File: src/rtl/seq_tx_1101.sv
// rtl/seq_tx_1101.sv - framed serial transmitter: 1101 preamble, MSB-first payload, zero gap
module seq_tx_1101 #(
    parameter int WIDTH = 8,
    parameter int GAP   = 2
) (
    input  logic             Clock,
    input  logic             Resetn,
    input  logic [WIDTH-1:0] data_in,
    input  logic             load,
    output logic             ready,
    output logic             w,
    output logic             busy,
    output logic             sync_out,
    output logic             frame_done
);

    localparam int CMAX_WG = (WIDTH > GAP) ? WIDTH : GAP;
    localparam int CMAX    = (CMAX_WG > 4) ? CMAX_WG : 4;
    localparam int CW      = $clog2(CMAX);

    localparam logic [CW-1:0] PRE_LAST  = CW'(3);
    localparam logic [CW-1:0] PRE_ZERO  = CW'(2);
    localparam logic [CW-1:0] DATA_LAST = CW'(WIDTH - 1);
    localparam logic [CW-1:0] GAP_LAST  = CW'(GAP - 1);
    localparam logic [CW-1:0] CNT_ONE   = CW'(1);

    typedef enum logic [1:0] {
        S_IDLE = 2'd0,
        S_PRE  = 2'd1,
        S_DATA = 2'd2,
        S_GAP  = 2'd3
    } state_t;

    state_t           state, state_nx;
    logic [CW-1:0]    cnt, cnt_nx;
    logic [WIDTH-1:0] shreg, shreg_nx;
    logic             w_nx;

    always_ff @(posedge Clock or negedge Resetn) begin
        if (!Resetn) begin
            state <= S_IDLE;
            cnt   <= '0;
            shreg <= '0;
            w     <= 1'b0;
        end else begin
            state <= state_nx;
            cnt   <= cnt_nx;
            shreg <= shreg_nx;
            w     <= w_nx;
        end
    end

    always_comb begin
        state_nx = state;
        cnt_nx   = cnt;
        shreg_nx = shreg;
        w_nx     = 1'b0;

        case (state)
            S_IDLE: begin
                if (load) begin
                    state_nx = S_PRE;
                    cnt_nx   = '0;
                    shreg_nx = data_in;
                end
            end
            S_PRE: begin
                if (cnt == PRE_LAST) begin
                    state_nx = S_DATA;
                    cnt_nx   = '0;
                end else begin
                    cnt_nx = cnt + CNT_ONE;
                end
            end
            S_DATA: begin
                shreg_nx = shreg << 1;
                if (cnt == DATA_LAST) begin
                    state_nx = S_GAP;
                    cnt_nx   = '0;
                end else begin
                    cnt_nx = cnt + CNT_ONE;
                end
            end
            S_GAP: begin
                if (cnt == GAP_LAST) begin
                    state_nx = S_IDLE;
                    cnt_nx   = '0;
                end else begin
                    cnt_nx = cnt + CNT_ONE;
                end
            end
            default: begin
                state_nx = S_IDLE;
                cnt_nx   = '0;
            end
        endcase

        // w is registered: derive it from where the FSM will be next cycle
        case (state_nx)
            S_PRE:   w_nx = (cnt_nx != PRE_ZERO);
            S_DATA:  w_nx = shreg_nx[WIDTH-1];
            default: w_nx = 1'b0;
        endcase
    end

    assign ready      = (state == S_IDLE);
    assign busy       = (state != S_IDLE);
    assign sync_out   = (state == S_PRE) && (cnt == PRE_LAST);
    assign frame_done = (state == S_GAP) && (cnt == GAP_LAST);

endmodule
File: config.mk
export PLATFORM = sky130hd
export DESIGN_NAME = seq_tx_1101
export DESIGN_NICKNAME = d
export VERILOG_FILES = /design/src/rtl/seq_tx_1101.sv
export SDC_FILE = /design/constraint.sdc
export NUM_CORES = 1
export LEC_CHECK = 0
export CAP_MARGIN = 40
export CORE_ASPECT_RATIO = 0.8
export CORE_MARGIN = 2
export CORE_UTILIZATION = 51
export CTS_BUF_LIST = sky130_fd_sc_hd__clkbuf_8 sky130_fd_sc_hd__clkbuf_16
export CTS_CLUSTER_DIAMETER = 60
export DETAILED_ROUTE_END_ITERATION = 7
export PLACE_DENSITY = 0.88
export SYNTH_ARGS = -nofsm -noshare
export SYNTH_HDL_FRONTEND = slang
export SYNTH_SLANG_ARGS = --single-unit
File: constraint.sdc
create_clock -name Clock -period 2.2 [get_ports Clock]
set_clock_uncertainty 0.05 [all_clocks]
set_input_delay 0.55 -clock Clock [delete_from_list [all_inputs] [get_ports Clock]]
set_output_delay 0.55 -clock Clock [all_outputs]
set_load 0.1 [all_outputs]
Yosys cells after proc, flatten, opt, wreduce, memory -nomap -nowiden. Cells that the tools add are included.

Input bits: 11. Output and inout port bits: 5. Bits in registers: 14.

Add/sub/neg operators: 1. Muxes and demuxes: 13. Reduce and logical (&&, ||, !) cells: 6. Equal/unequal tests: 10.

Operators by type and width (number): $pmux W8 S2 (1); $mux W3 (4); $pmux W3 S4 (1); $mux W2 (4); $mux W8 (1); $pmux W2 S4 (1); $eq A2 B2 Y1 const B (3); $eq A2 B1 Y1 const B (2); $reduce_bool A2 Y1 (2); $add A3 B1 Y3 const B (1); $eq A3 B1 Y1 const B (1); $eq A3 B2 Y1 const B (1); $eq A3 B3 Y1 const B (1); $ne A3 B2 Y1 const B (1); $logic_and A1 B1 Y1 (2); $logic_not A2 Y1 (1); $ne A2 B2 Y1 const B (1); $pmux W1 S2 (1); $reduce_and A2 Y1 (1).

Depth between registers and ports, before layout.
Word-level depth: 5. Gate-level depth with buffers: 9.

Worst setup path before layout. No wires, ideal clock.

Path type: register -> register. From: reg cnt[0]. To: reg w. Cell stages (with the launch flop): 7. Data arrival time: 4521 ps. Setup time: 125 ps. Period minus slack after synthesis: 4697 ps. Data required time: 2025 ps. Slack: -2497 ps. Cell sequence: dfrtp_1 -> ha_1 -> nor4b_1 -> a21oi_1 -> ha_1 -> o31ai_2 -> a21oi_1.

Longest elaborated chain between the ends: 5.

Ends and longest elaborated chain: start: declaration (RTL line 35) `logic [CW-1:0] cnt, cnt_nx;`; start signal: assignment (RTL line 47) `cnt <= cnt_nx;`; $add A3 B1 Y3, or another cell as far along (RTL line 72, 81, 89); $mux W3, or another cell as far along (RTL line 85) `if (cnt == GAP_LAST) begin`; $pmux W3 S4 / $pmux W2 S4 (equally long branches) (RTL line 59) `case (state)`; $ne A3 B2 Y1, or another cell as far along (RTL line 100) `S_PRE: w_nx = (cnt_nx != PRE_ZERO);`; $pmux W1 S2 (*) (RTL line 99) `case (state_nx)`; net w_nx (RTL line 37) `logic w_nx;`; end signal: assignment (RTL line 49) `w <= w_nx;`; end: declaration (RTL line 11) `output logic w,`.

The timed path passes the listed nets; every way through them passes the cells marked *. A chain may end at the register's enable or synchronous reset.

Worst setup path after layout.
From: reg cnt[1]. To: out frame_done.

Longest elaborated chain between the ends: 2.

Ends and longest elaborated chain: $eq A3 B1 Y1 (RTL line 109) `assign frame_done = (state == S_GAP) && (cnt == GAP_LAST);`; $logic_and A1 B1 Y1 (RTL line 109); end: declaration (RTL line 14) `output logic frame_done`.

Every way passes these cells.

==> flow_summary.json <==
{
  "crit_fanout": 5,
  "cap_violations": 0,
  "power.density_nw_per_um2": 1667,
  "via_per_inst": 5.784,
  "tightest_slew_ns": 0.6290,
  "num_antenna_cells": 0,
  "slew_violations": 0,
  "synth_area_per_cell_um2": 9.142,
  "ff2ff_setup_slack_ns": 0.31,
  "fin_util_pct": 72.17,
  "ir_drop_mv": 1.155,
  "htree_levels": 1,
  "whs_path_depth": 2,
  "cts_buffers": 3,
  "wl_per_cell_um": 15.12,
  "hold_class": "flip-flop to flip-flop",
  "cp-end-kind": "output pin",
  "clock_latency_ns": 0.24,
  "synth-seq-cells": 14,
  "synth_cell_types": 28,
  "rsz0062_at_grt": "no",
  "finalSetupViolCount": 0,
  "cts_tree": "done",
  "drtIter0Drc": 23,
  "finalCritPeriodShare_pct": 96.53,
  "nFillCells": 109,
  "drc": 0,
  "root_buffer": "clkbuf_8",
  "fin_nets": 136,
  "yosysSeqAreaShare_pct": 37.94,
  "min_period_ns": 2.124,
  "initial_core_util_pct": 55.66,
  "core_region_area_um2": 1659,
  "grt_pass1_vias": 824,
  "cts_hold_buf": 0,
  "grt_max_degree": 15,
  "cp_data_arrival_time_ns": 1.52,
  "io_buffers": 15,
  "place_ws_ns": 0.05994,
  "final_hold_viol_count": 0,
  "worstSetupPathType": "flip-flop to output pin",
  "via_count": 804,
  "gp_congestion": 0.7893,
  "antenna_left": 0,
  "worstPathRequired_ns": 1.60,
  "die_h_um": 42.06,
  "die_area_um2": 2169,
  "clk_path_buf_depth": 2,
  "max_slew_margin_pct": 57.94,
  "path_clk_slew_ns": 0.05,
  "drive_above_1_share_pct": 18.80,
  "io-pin-count": 16,
  "syn-num-nets": 119,
  "antenna_found_initial": 0,
  "p_leak_nw": 0.5235,
  "drt_first_pass_iters": 4,
  "grt_pass1_wl_um": 3670,
  "startpoint_type": "flip-flop",
  "cts_sinks": 14,
  "grt.total_usage_pct": 22.29,
  "crit_end": "frame_done",
  "worst_slack_ns": 0.07630,
  "reg2reg_from": "cnt[1]",
  "status": "completed",
  "fmax_ghz": 0.4709,
  "rr_worst_depth": 7,
  "crit-reg2reg-capture": "w",
  "synthesis.area_um2": 923.4,
  "yosysWarnings": 0,
  "dpl.hpwl_um": 1611,
  "synth_cells": 101,
  "die_x_um": 51.58,
  "area_delta_synth_final_pct": 29.67,
  "num_rows": 13,
  "grt-ovfl-total": 0,
  "routed_wl_um": 2102,
  "startpoint": "cnt[1]"
}
through the flow:
step	instances	TNS [ns]	instance area [µm²]	total power, mW	hold slack [ns]
CTS	139	0	1196	1.989	0.4833
global placement	135	0	1141	1.663	0.4429
finish	139	0	1197	1.997	0.4860
floorplan	101	-0.3846	948.4	1.427	0.2044
global route	139	0	1197	2.149	0.5226
detailed placement	135	0	1141	1.738	0.4622
flip-flops by register name (all words and copies together), names as in the netlist:
register and count:
shreg 8, state 2, w 1, cnt 3
worst min path at each step:
stage	slack [ns]	endpoint	start
6_report	0.49	shreg[7]	shreg[7]
5_1_grt	0.52	shreg[7]	shreg[7]
4_1_cts	0.48	shreg[7]	shreg[7]
3_5_place_dp	0.46	shreg[3]	shreg[2]
3_3_place_gp	0.44	shreg[7]	shreg[7]
2_1_floorplan	0.20	cnt[0]	Resetn
final cells by class:
type	count	area [µm²]	area share, %
sequential	14	350.3	29.26
timing repair buffer	19	217.7	18.18
multi-input combinational	69	503.0	42.01
inverter	11	43.79	3.657
clock buffer	4	55.05	4.598
tap	22	27.53	2.299
synthesized netlist by cell type:
| master | count | share of area, % |
|---|---|---|
| dfrtp_1 | 14 | 38 |
| a21oi_1 | 11 | 6.0 |
| inv_1 | 11 | 4.5 |
| nor2b_1 | 9 | 6.1 |
| o21ai_0 | 9 | 4.9 |
| a22oi_1 | 8 | 6.5 |
| ha_1 | 7 | 9.5 |
| nand2_1 | 6 | 2.4 |
| clkbuf_1 | 3 | 1.2 |
| nor2_1 | 3 | 1.2 |
| a211oi_1 | 2 | 1.6 |
| buf_6 | 2 | 2.4 |
| a22o_1 | 1 | 0.95 |
| a32oi_1 | 1 | 0.95 |
| and2b_1 | 1 | 0.81 |
| and4b_1 | 1 | 1.1 |
| clkbuf_2 | 1 | 0.54 |
| clkbuf_8 | 1 | 1.5 |
| nand3b_1 | 1 | 0.81 |
| nor3_1 | 1 | 0.54 |
| nor3_2 | 1 | 1.1 |
| nor3b_2 | 1 | 1.4 |
| nor4b_1 | 1 | 0.95 |
| o2111ai_1 | 1 | 0.95 |
| o211ai_1 | 1 | 0.81 |
| o21ai_2 | 1 | 0.95 |
| o22a_2 | 1 | 1.1 |
| o31ai_2 | 1 | 1.4 |
routing by layer:
| layer | vias up | track usage, % | wire [µm] |
|---|---|---|---|
| li1 | 386 | - | - |
| met1 | 386 | 30.16 | 975 |
| met2 | 30 | 32.82 | 977 |
| met3 | 2 | 8.214 | 139 |
| met4 | 0 | 7.368 | 10 |
| met5 | - | 0 | 0 |
cell usage in the layout, fill, tap and decap left out, types with 2 or more instances in the layout:
master | synthesis | routed
nor2_1 | 3 | 2
a21oi_1 | 11 | 11
a22oi_1 | 8 | 8
buf_4 | 0 | 5
clkdlybuf4s50_1 | 0 | 10
ha_1 | 7 | 7
a211oi_1 | 2 | 2
nand2_1 | 6 | 6
o21ai_0 | 9 | 9
buf_12 | 0 | 4
inv_1 | 11 | 10
dfrtp_1 | 14 | 14
nor2b_1 | 9 | 9
clkbuf_8 | 1 | 4
report_power, final:
group / switching, mW / internal [mW] / total, mW
combinational: 0.700 / 0.475 / 1.18
clock: 0.0866 / 0.158 / 0.245
sequential: 0.186 / 0.391 / 0.577
kinds of logic after synthesis:
logic type	share of synthesized area, %
and+or+nand+nor	16.40
DFF	37.94
adders and majority gates	9.485
buffers and inverters	10.16
AOI/OAI and AO/OA	26.02
worst max-delay path, cell delays in order, from the launching register on:
cell and delay, ns:
dfrtp_1 0.43, inv_1 0.10, ha_1 0.26, and4b_2 0.31, buf_12 0.18
what timing repair did:
| item | in CTS | in global routing |
|---|---|---|
| endpoints found under the hold margin | 0 | 0 |
| endpoints found under the setup margin | 0 | 1 |
| gates resized for setup | 0 | 1 |
| buffers inserted | 0 | 0 |
(Power assumes the default switching activity.)
